==> src/rtl/cpu_pkg.sv <==
// Shared CPU definitions: divider FSM states and the derived timing constants
// used by the DIV/DIVU path and its neighbours.
package cpu_pkg;

    localparam int DIV_WIDTH   = 32;
    localparam int DIV_LATENCY = DIV_WIDTH + 2;
    localparam int DIV_CNT_W   = $clog2(DIV_WIDTH);

    typedef enum logic [1:0] {
        IDLE = 2'd0,
        CALC = 2'd1,
        FIX  = 2'd2
    } div_state_t;

endpackage

==> src/rtl/div_step.sv <==
// One restoring radix-2 division iteration: shift in the next dividend bit,
// trial-subtract the divisor and keep the difference only if it is non-negative.
module div_step
    import cpu_pkg::*;
#(
    parameter int WIDTH = 32
) (
    input  logic [WIDTH-1:0] rem_in,
    input  logic             dvd_msb,
    input  logic [WIDTH-1:0] divisor,
    output logic [WIDTH-1:0] rem_out,
    output logic             q_bit
);

    logic [WIDTH:0] trial_s;
    logic [WIDTH:0] diff_s;

    // Trial subtraction on the widened partial remainder; the result always fits WIDTH bits
    always_comb begin
        trial_s = {rem_in, dvd_msb};
        diff_s  = trial_s - {1'b0, divisor};
        if (trial_s >= {1'b0, divisor}) begin
            q_bit   = 1'b1;
            rem_out = diff_s[WIDTH-1:0];
        end else begin
            q_bit   = 1'b0;
            rem_out = trial_s[WIDTH-1:0];
        end
    end

endmodule

==> src/rtl/div_seq.sv <==
// Iterative signed/unsigned divider (DIV/DIVU): magnitude restoring division,
// one quotient bit per clock, sign fix-up in a final cycle. Fixed latency.
module div_seq
    import cpu_pkg::*;
#(
    parameter int WIDTH = 32
) (
    input  logic             clk,
    input  logic             rst,
    input  logic             start,
    input  logic             is_signed,
    input  logic [WIDTH-1:0] a,
    input  logic [WIDTH-1:0] b,
    output logic [WIDTH-1:0] q,
    output logic [WIDTH-1:0] r,
    output logic             busy,
    output logic             done,
    output logic             div_by_zero
);

    localparam int CNT_W = (WIDTH > 2) ? $clog2(WIDTH) : 1;
    localparam logic [CNT_W-1:0] CNT_MAX = CNT_W'(WIDTH - 1);
    localparam logic [CNT_W-1:0] CNT_ONE = {{(CNT_W-1){1'b0}}, 1'b1};
    localparam logic [WIDTH-1:0] W_ONE   = {{(WIDTH-1){1'b0}}, 1'b1};

    div_state_t       state_r;
    div_state_t       state_s;
    logic [CNT_W-1:0] cnt_r;
    logic [WIDTH-1:0] dvd_r;
    logic [WIDTH-1:0] dsr_r;
    logic [WIDTH-1:0] rem_r;
    logic [WIDTH-1:0] quot_r;
    logic             sign_q_r;
    logic             sign_r_r;
    logic             dbz_pend_r;
    logic [WIDTH-1:0] q_r;
    logic [WIDTH-1:0] r_r;
    logic             busy_r;
    logic             done_r;
    logic             dbz_r;
    logic [WIDTH-1:0] step_rem_s;
    logic             step_q_s;

    // Two's-complement negate when en is set; MIN maps to itself, which is the
    // desired unsigned magnitude of MIN and the desired wrap for MIN / -1.
    function automatic logic [WIDTH-1:0] cond_neg(input logic [WIDTH-1:0] v, input logic en);
        if (en) begin
            cond_neg = ~v + W_ONE;
        end else begin
            cond_neg = v;
        end
    endfunction

    div_step #(.WIDTH(WIDTH)) u_step (
        .rem_in  (rem_r),
        .dvd_msb (dvd_r[WIDTH-1]),
        .divisor (dsr_r),
        .rem_out (step_rem_s),
        .q_bit   (step_q_s)
    );

    // FSM state register
    always_ff @(posedge clk or posedge rst) begin
        if (rst) begin
            state_r <= IDLE;
        end else begin
            state_r <= state_s;
        end
    end

    // FSM next-state logic
    always_comb begin
        state_s = state_r;
        case (state_r)
            IDLE: begin
                if (start) begin
                    state_s = CALC;
                end else begin
                    state_s = IDLE;
                end
            end
            CALC: begin
                if (cnt_r == {CNT_W{1'b0}}) begin
                    state_s = FIX;
                end else begin
                    state_s = CALC;
                end
            end
            FIX:     state_s = IDLE;
            default: state_s = IDLE;
        endcase
    end

    // Operand capture, iteration datapath and registered results
    always_ff @(posedge clk or posedge rst) begin
        if (rst) begin
            cnt_r      <= {CNT_W{1'b0}};
            dvd_r      <= {WIDTH{1'b0}};
            dsr_r      <= {WIDTH{1'b0}};
            rem_r      <= {WIDTH{1'b0}};
            quot_r     <= {WIDTH{1'b0}};
            sign_q_r   <= 1'b0;
            sign_r_r   <= 1'b0;
            dbz_pend_r <= 1'b0;
            q_r        <= {WIDTH{1'b0}};
            r_r        <= {WIDTH{1'b0}};
            busy_r     <= 1'b0;
            done_r     <= 1'b0;
            dbz_r      <= 1'b0;
        end else begin
            done_r <= 1'b0;
            case (state_r)
                IDLE: begin
                    if (start) begin
                        busy_r     <= 1'b1;
                        dbz_r      <= 1'b0;
                        dbz_pend_r <= (b == {WIDTH{1'b0}});
                        cnt_r      <= CNT_MAX;
                        rem_r      <= {WIDTH{1'b0}};
                        quot_r     <= {WIDTH{1'b0}};
                        dvd_r      <= cond_neg(a, is_signed & a[WIDTH-1]);
                        dsr_r      <= cond_neg(b, is_signed & b[WIDTH-1]);
                        sign_q_r   <= is_signed & (a[WIDTH-1] ^ b[WIDTH-1]);
                        sign_r_r   <= is_signed & a[WIDTH-1];
                    end
                end
                CALC: begin
                    rem_r  <= step_rem_s;
                    quot_r <= {quot_r[WIDTH-2:0], step_q_s};
                    dvd_r  <= {dvd_r[WIDTH-2:0], 1'b0};
                    cnt_r  <= cnt_r - CNT_ONE;
                end
                FIX: begin
                    // A zero divisor leaves the full dividend magnitude in rem_r,
                    // so the sign-corrected remainder is the original dividend.
                    q_r    <= dbz_pend_r ? {WIDTH{1'b1}} : cond_neg(quot_r, sign_q_r);
                    r_r    <= cond_neg(rem_r, sign_r_r);
                    dbz_r  <= dbz_pend_r;
                    done_r <= 1'b1;
                    busy_r <= 1'b0;
                end
                default: begin
                    busy_r <= 1'b0;
                end
            endcase
        end
    end

    assign q           = q_r;
    assign r           = r_r;
    assign busy        = busy_r;
    assign done        = done_r;
    assign div_by_zero = dbz_r;

endmodule

==> config.mk <==
export PLATFORM = sky130hd
export DESIGN_NAME = div_seq
export DESIGN_NICKNAME = d
export VERILOG_FILES = /design/src/rtl/cpu_pkg.sv /design/src/rtl/div_step.sv /design/src/rtl/div_seq.sv
export SDC_FILE = /design/constraint.sdc
export NUM_CORES = 1
export LEC_CHECK = 0
export CORE_MARGIN = 2
export CORE_UTILIZATION = 62
export CTS_CLUSTER_DIAMETER = 50
export DETAILED_ROUTE_END_ITERATION = 8
export PLACE_DENSITY_LB_ADDON = 0.15
export SKIP_CTS_REPAIR_TIMING = 1
export SYNTH_ARGS = -nofsm -noshare
export SYNTH_HDL_FRONTEND = slang
export SYNTH_SLANG_ARGS = --single-unit
==> constraint.sdc <==
create_clock -name clk -period 19.1 [get_ports clk]
set_clock_uncertainty 0.15 [all_clocks]
set_input_delay 2.865 -clock clk [delete_from_list [all_inputs] [get_ports clk]]
set_output_delay 2.865 -clock clk [all_outputs]
set_load 0.02 [all_outputs]
Yosys cells after proc, flatten, opt, wreduce, memory -nomap -nowiden
Index checks and enable logic that the tools add are counted.
{"block": "classes", "n_reduce_logical": 9, "mul": 0, "shift": 0, "order_cmp": 1, "n_mux": 22, "n_div": 0, "eq_ne": 3, "addsub": 6, "n_bitwise": 9}
{"cell": "32-bit 2-to-1 mux", "count": 8}
{"cell": "32-bit case mux with 2 select lines", "count": 3}
{"cell": "32-bit by 1-bit adder with 32-bit output (second input constant)", "count": 4}
{"cell": "32-bit inverter", "count": 4}
{"cell": "33-bit by 32-bit >= comparator with 1-bit output", "count": 1}
{"cell": "32-bit zero test", "count": 1}
{"cell": "32-bit subtractor", "count": 1}
{"cell": "5-bit case mux with 2 select lines", "count": 1}
{"cell": "2-bit AND reduction", "count": 4}
{"cell": "5-bit zero test", "count": 1}
{"cell": "1-bit 2-to-1 mux", "count": 5}
{"cell": "5-bit 2-to-1 mux", "count": 1}
{"cell": "5-bit by 1-bit subtractor with 5-bit output (second input constant)", "count": 1}
{"cell": "1-bit case mux with 2 select lines", "count": 2}
{"cell": "2-bit case mux with 2 select lines", "count": 1}
{"cell": "2-bit nonzero test", "count": 2}
{"cell": "1-bit AND", "count": 3}
{"cell": "2-bit by 1-bit equality test with 1-bit output (second input constant)", "count": 1}
{"cell": "2-bit equality test (second input constant)", "count": 1}
{"cell": "2-bit zero test", "count": 1}
{"cell": "2-bit 2-to-1 mux", "count": 1}
{"cell": "2-bit inequality test (second input constant)", "count": 1}
{"cell": "1-bit inverter", "count": 1}
{"cell": "1-bit XOR", "count": 1}
{"block": "word_totals", "romBits": 0, "word_cells": 64, "ram_bits": 0, "input_bits": 68, "out_inout_bits": 67, "latch_bits": 0, "mem_count": 0, "ff_bits": 205}

Logic depth before layout (Yosys ltp)
{"block": "logic_depth", "depth_word": 5, "depth_mapped": 14, "ltp_nobuf": 13}

Hierarchy
A second synthesis with hierarchy kept.
{"block": "unflattened", "cells_unflattened": 1353, "area_unflattened_um2": 12403.1}
{"module": "div_seq", "n_inst": 1, "area_each_um2": 10072.2, "cells_each": 1030, "seq_area_each_um2": 5129.9}
{"module": "div_step", "n_inst": 1, "area_each_um2": 2331.0, "cells_each": 323, "seq_area_each_um2": 0.0}

Worst setup path after synthesis
No wires, ideal clock.
{"block": "synth_timing", "path_type": "input port to flip-flop", "from": "input a[8]", "to": "register dvd_r[17]", "setup_time_ps": 94, "t_arrival_ps": 4961, "required_time_ps": 18856, "setup_slack_ps": 13895, "path_stages": 7, "path_buffers": 0, "path_cell_list": "or4_1 -> nor4_1 -> or3b_2 -> o41ai_1 -> xor2_1 -> and3_1 -> a211oi_1"}
{"block": "synth_via", "elab_chain_cells": 5}
{"element": "start, declared", "line_no": "div_seq.sv:12", "text": "input logic [WIDTH-1:0] a,"}
{"element": "32-bit inverter", "line_no": "div_seq.sv:48", "text": "cond_neg = ~v + W_ONE;"}
{"element": "32-bit by 1-bit adder with 32-bit output", "line_no": "div_seq.sv:48"}
{"element": "32-bit 2-to-1 mux", "line_no": "div_seq.sv:47", "text": "if (en) begin"}
{"element": "32-bit 2-to-1 mux", "line_no": "div_seq.sv:114", "text": "if (start) begin"}
{"element": "32-bit case mux with 2 select lines", "line_no": "div_seq.sv:112", "text": "case (state_r)"}
{"element": "end signal, assigned", "line_no": "div_seq.sv:98", "text": "dvd_r <= {WIDTH{1'b0}};"}
{"element": "end signal, assigned", "line_no": "div_seq.sv:121", "text": "dvd_r <= cond_neg(a, is_signed & a[WIDTH-1]);"}
{"element": "end signal, assigned", "line_no": "div_seq.sv:130", "text": "dvd_r <= {dvd_r[WIDTH-2:0], 1'b0};"}
{"element": "end, declared", "line_no": "div_seq.sv:29", "text": "logic [WIDTH-1:0] dvd_r;"}
Every way passes these cells. The select of a mux whose other input is x is not followed.
A chain may end at the register's enable or synchronous reset.

Final worst setup path
{"block": "layout_timing", "from": "input a[8]", "to": "register dvd_r[28]"}
The elaborated chain is that of the path after synthesis.

==> metrics.yaml <==
async_flop_share: 1.00
cpPeakStageDelay_ps: 620
nets: 1619
synth.avg_cell_area_um2: 8.61
clk_pin_slew_ps: 60
synth_cells: 1419
final_area_mm2: 0.0146
hold_viol: 0
tritoncts: "yes"
coreArea_mm2: 0.0194
track_usage: 0.289
leakage_nw: 6.27
ys.warnings.count: 0
r2r_end: "rem_r[19]$_DFFE_PP0P_"
ys_ff_latch: 205
final_common_cell: "nand2_1"
rr_worst_depth: 9
firstDrtPassIters: 5
highest_layer: "met4"
area_growth_pct: 19.7
post-route-period-util: 0.286
power_density_mw_per_mm2: 179
total_power_mw: 2.62
syn_area_mm2: 0.0122
grt_max_degree: 129
root_buffer: "clkbuf_16"
met2_length_mm: 13.2
r2r-start: "rem_r[5]$_DFFE_PP0P_"
tightest_slew_ps: 1080
fill_cells: 1466
synth_enable_flop_cells: 0
rsz0062_at_grt: "false"
ir_worst_vdd_uv: 96.3
numCtsBuffers: 26
yosys-top-cells-area: "dfrtp_1 42%, o21ai_0 8.0%, nand2_1 6.4%"
hold_depth: 2
pre_cts_slack_ps: 13090
gp_congestion: 0.925
die_w_um: 144
vias: 10700
fp.dieH_um: 144
finalSetupViolCount: 0
pin_count: 135
setup_ws_ps: 13640
placementRows: 51
io_buffers: 134
die_area_mm2: 0.0208
cp.arrival_ps: 5700
path_delay_family: "simple AND/OR/NAND/NOR gates"
placed_area_mm2: 0.0137
antenna_found_initial: 0
post_drt_wl_per_cell_um: 16.4
drc: 0
final_core_util: 0.754
tns_ps: 0
seq_area_frac_synth: 0.420
maxSlewViolCount: 0
cp-end-kind: "flip-flop"
initialDrtViolationCount: 803
period_minus_slack_ps: 5460
critPathRequiredTime_ps: 19340
synth.net_count: 1525
max_freq_mhz: 183
cp_max_fo: 5
crit_type: "input port to flip-flop"
dr_wl_met3_mm: 1.94
initial_core_util: 0.630
hold_end: "r[15]$_DFFE_PP0P_"
clockBufferDepth: 3
grt_pass1_wl_mm: 49.2
path_buf_inv: 1
n_antenna_cell: 0
drt-met1-wl_mm: 14.0
outcome: "finished clean"
path_cells: "clkdlybuf4s50_1, or4_1, nor4_1, nor3b_2, nand3_1, o41ai_1, xor2_1, o21ai_0"
worstHoldStart: "r[15]$_DFFE_PP0P_"
ys_types: 63
ant_nets: 0
hold_class: "flip-flop to flip-flop"
routed_wl_mm: 29.4
regToRegSetupSlack_ps: 14970
dominantRegCellSynth: "dfrtp_1"
yosys.area.top_type: "dfrtp_1"
slowest_stage: "or4_1"
dp_hpwl_mm: 20.5
maxCapViolCount: 0
grt_pass1_vias: 9850
htree_num_levels: 1
yosys.area.top_type_share: 0.420
start_kind: "input port"
layout-drive-gt1-share: 0.0516
layout_common_cells: "206 x nand2_1, 205 x dfrtp_1, 195 x o21ai_0, 134 x clkdlybuf4s50_1, 99 x a21oi_1"
overflow: 0
cts.sinks: 205
clk_latency_ps: 520
vias_per_cell: 5.97
slew_headroom: 0.281
power by group:
part,switching [mW],total (mW),internal (mW)
sequential,0.188,0.785,0.597
clock,0.192,0.518,0.326
combinational,0.747,1.31,0.565
worst min-delay path, stage by stage (launching register included):
cell	delay (ps)
dfrtp_1	340
nand2_1	50
o21ai_0	60
cells by family after synthesis:
group | Yosys count | synth area share
compound gates | 450 | 0.222
xor+xnor | 146 | 0.105
fa+ha+maj | 38 | 0.0395
buf+inv | 137 | 0.0423
flops | 205 | 0.420
mux | 15 | 0.0124
simple gates | 428 | 0.159
through the flow:
step           hold slack [ps]  instances
3_3_place_gp               310       1750
2_1_floorplan              300       1419
5_1_grt                    352       1796
3_5_place_dp               318       1750
6_report                   326       1796
4_1_cts                    331       1796
metal layers:
metal  up-vias  global-route usage
met3        26              0.0305
li1       5211                   -
met5         -                   0
met2       368               0.444
met4         0              0.0506
met1      5116               0.452
registers in the layout (all words and copies together) (netlist names):
signal       flops
sign_q_r         1
rem_r           32
r               32
quot_r          32
dvd_r           32
dbz_pend_r       1
busy             1
done             1
dsr_r           32
sign_r_r         1
div_by_zero      1
q               32
state_r          2
cnt_r            5
cell type report:
| cell class | count | area, µm² | share of cell area |
|---|---|---|---|
| Timing Repair Buffer | 142 | 1400 | 0.0958 |
| Inverter | 61 | 236 | 0.0162 |
| Multi-Input combinational cell | 1077 | 6600 | 0.451 |
| Clock inverter | 11 | 153 | 0.0104 |
| Clock buffer | 35 | 776 | 0.0531 |
| Sequential cell | 205 | 5130 | 0.351 |
| Tap cell | 265 | 332 | 0.0227 |
Yosys cell counts (all sizes together) (18+ instances only):
library cell and instances:
nand2 207, dfrtp 205, o21ai 200, a21oi 99
nor2 94, xor2 82, xnor2 64, clkbuf 63
inv 60, ha 37, a22o 27, nor3 21
o31ai 21, a22oi 18, nand3 18
how the worst max path moves through the flow:
stage	start	end	slack [ps]	depth (start not counted)
floorplan	rst	busy$_DFFE_PP0P_	10490	1
global placement	a[8]	dvd_r[28]$_DFFE_PP0P_	13270	8
finish	a[8]	dvd_r[28]$_DFFE_PP0P_	13640	8
detailed placement	a[8]	dvd_r[28]$_DFFE_PP0P_	13090	8
CTS	a[8]	dvd_r[28]$_DFFE_PP0P_	13630	8
global route	a[8]	dvd_r[25]$_DFFE_PP0P_	13340	8
Power figures use the tool's default switching activity.
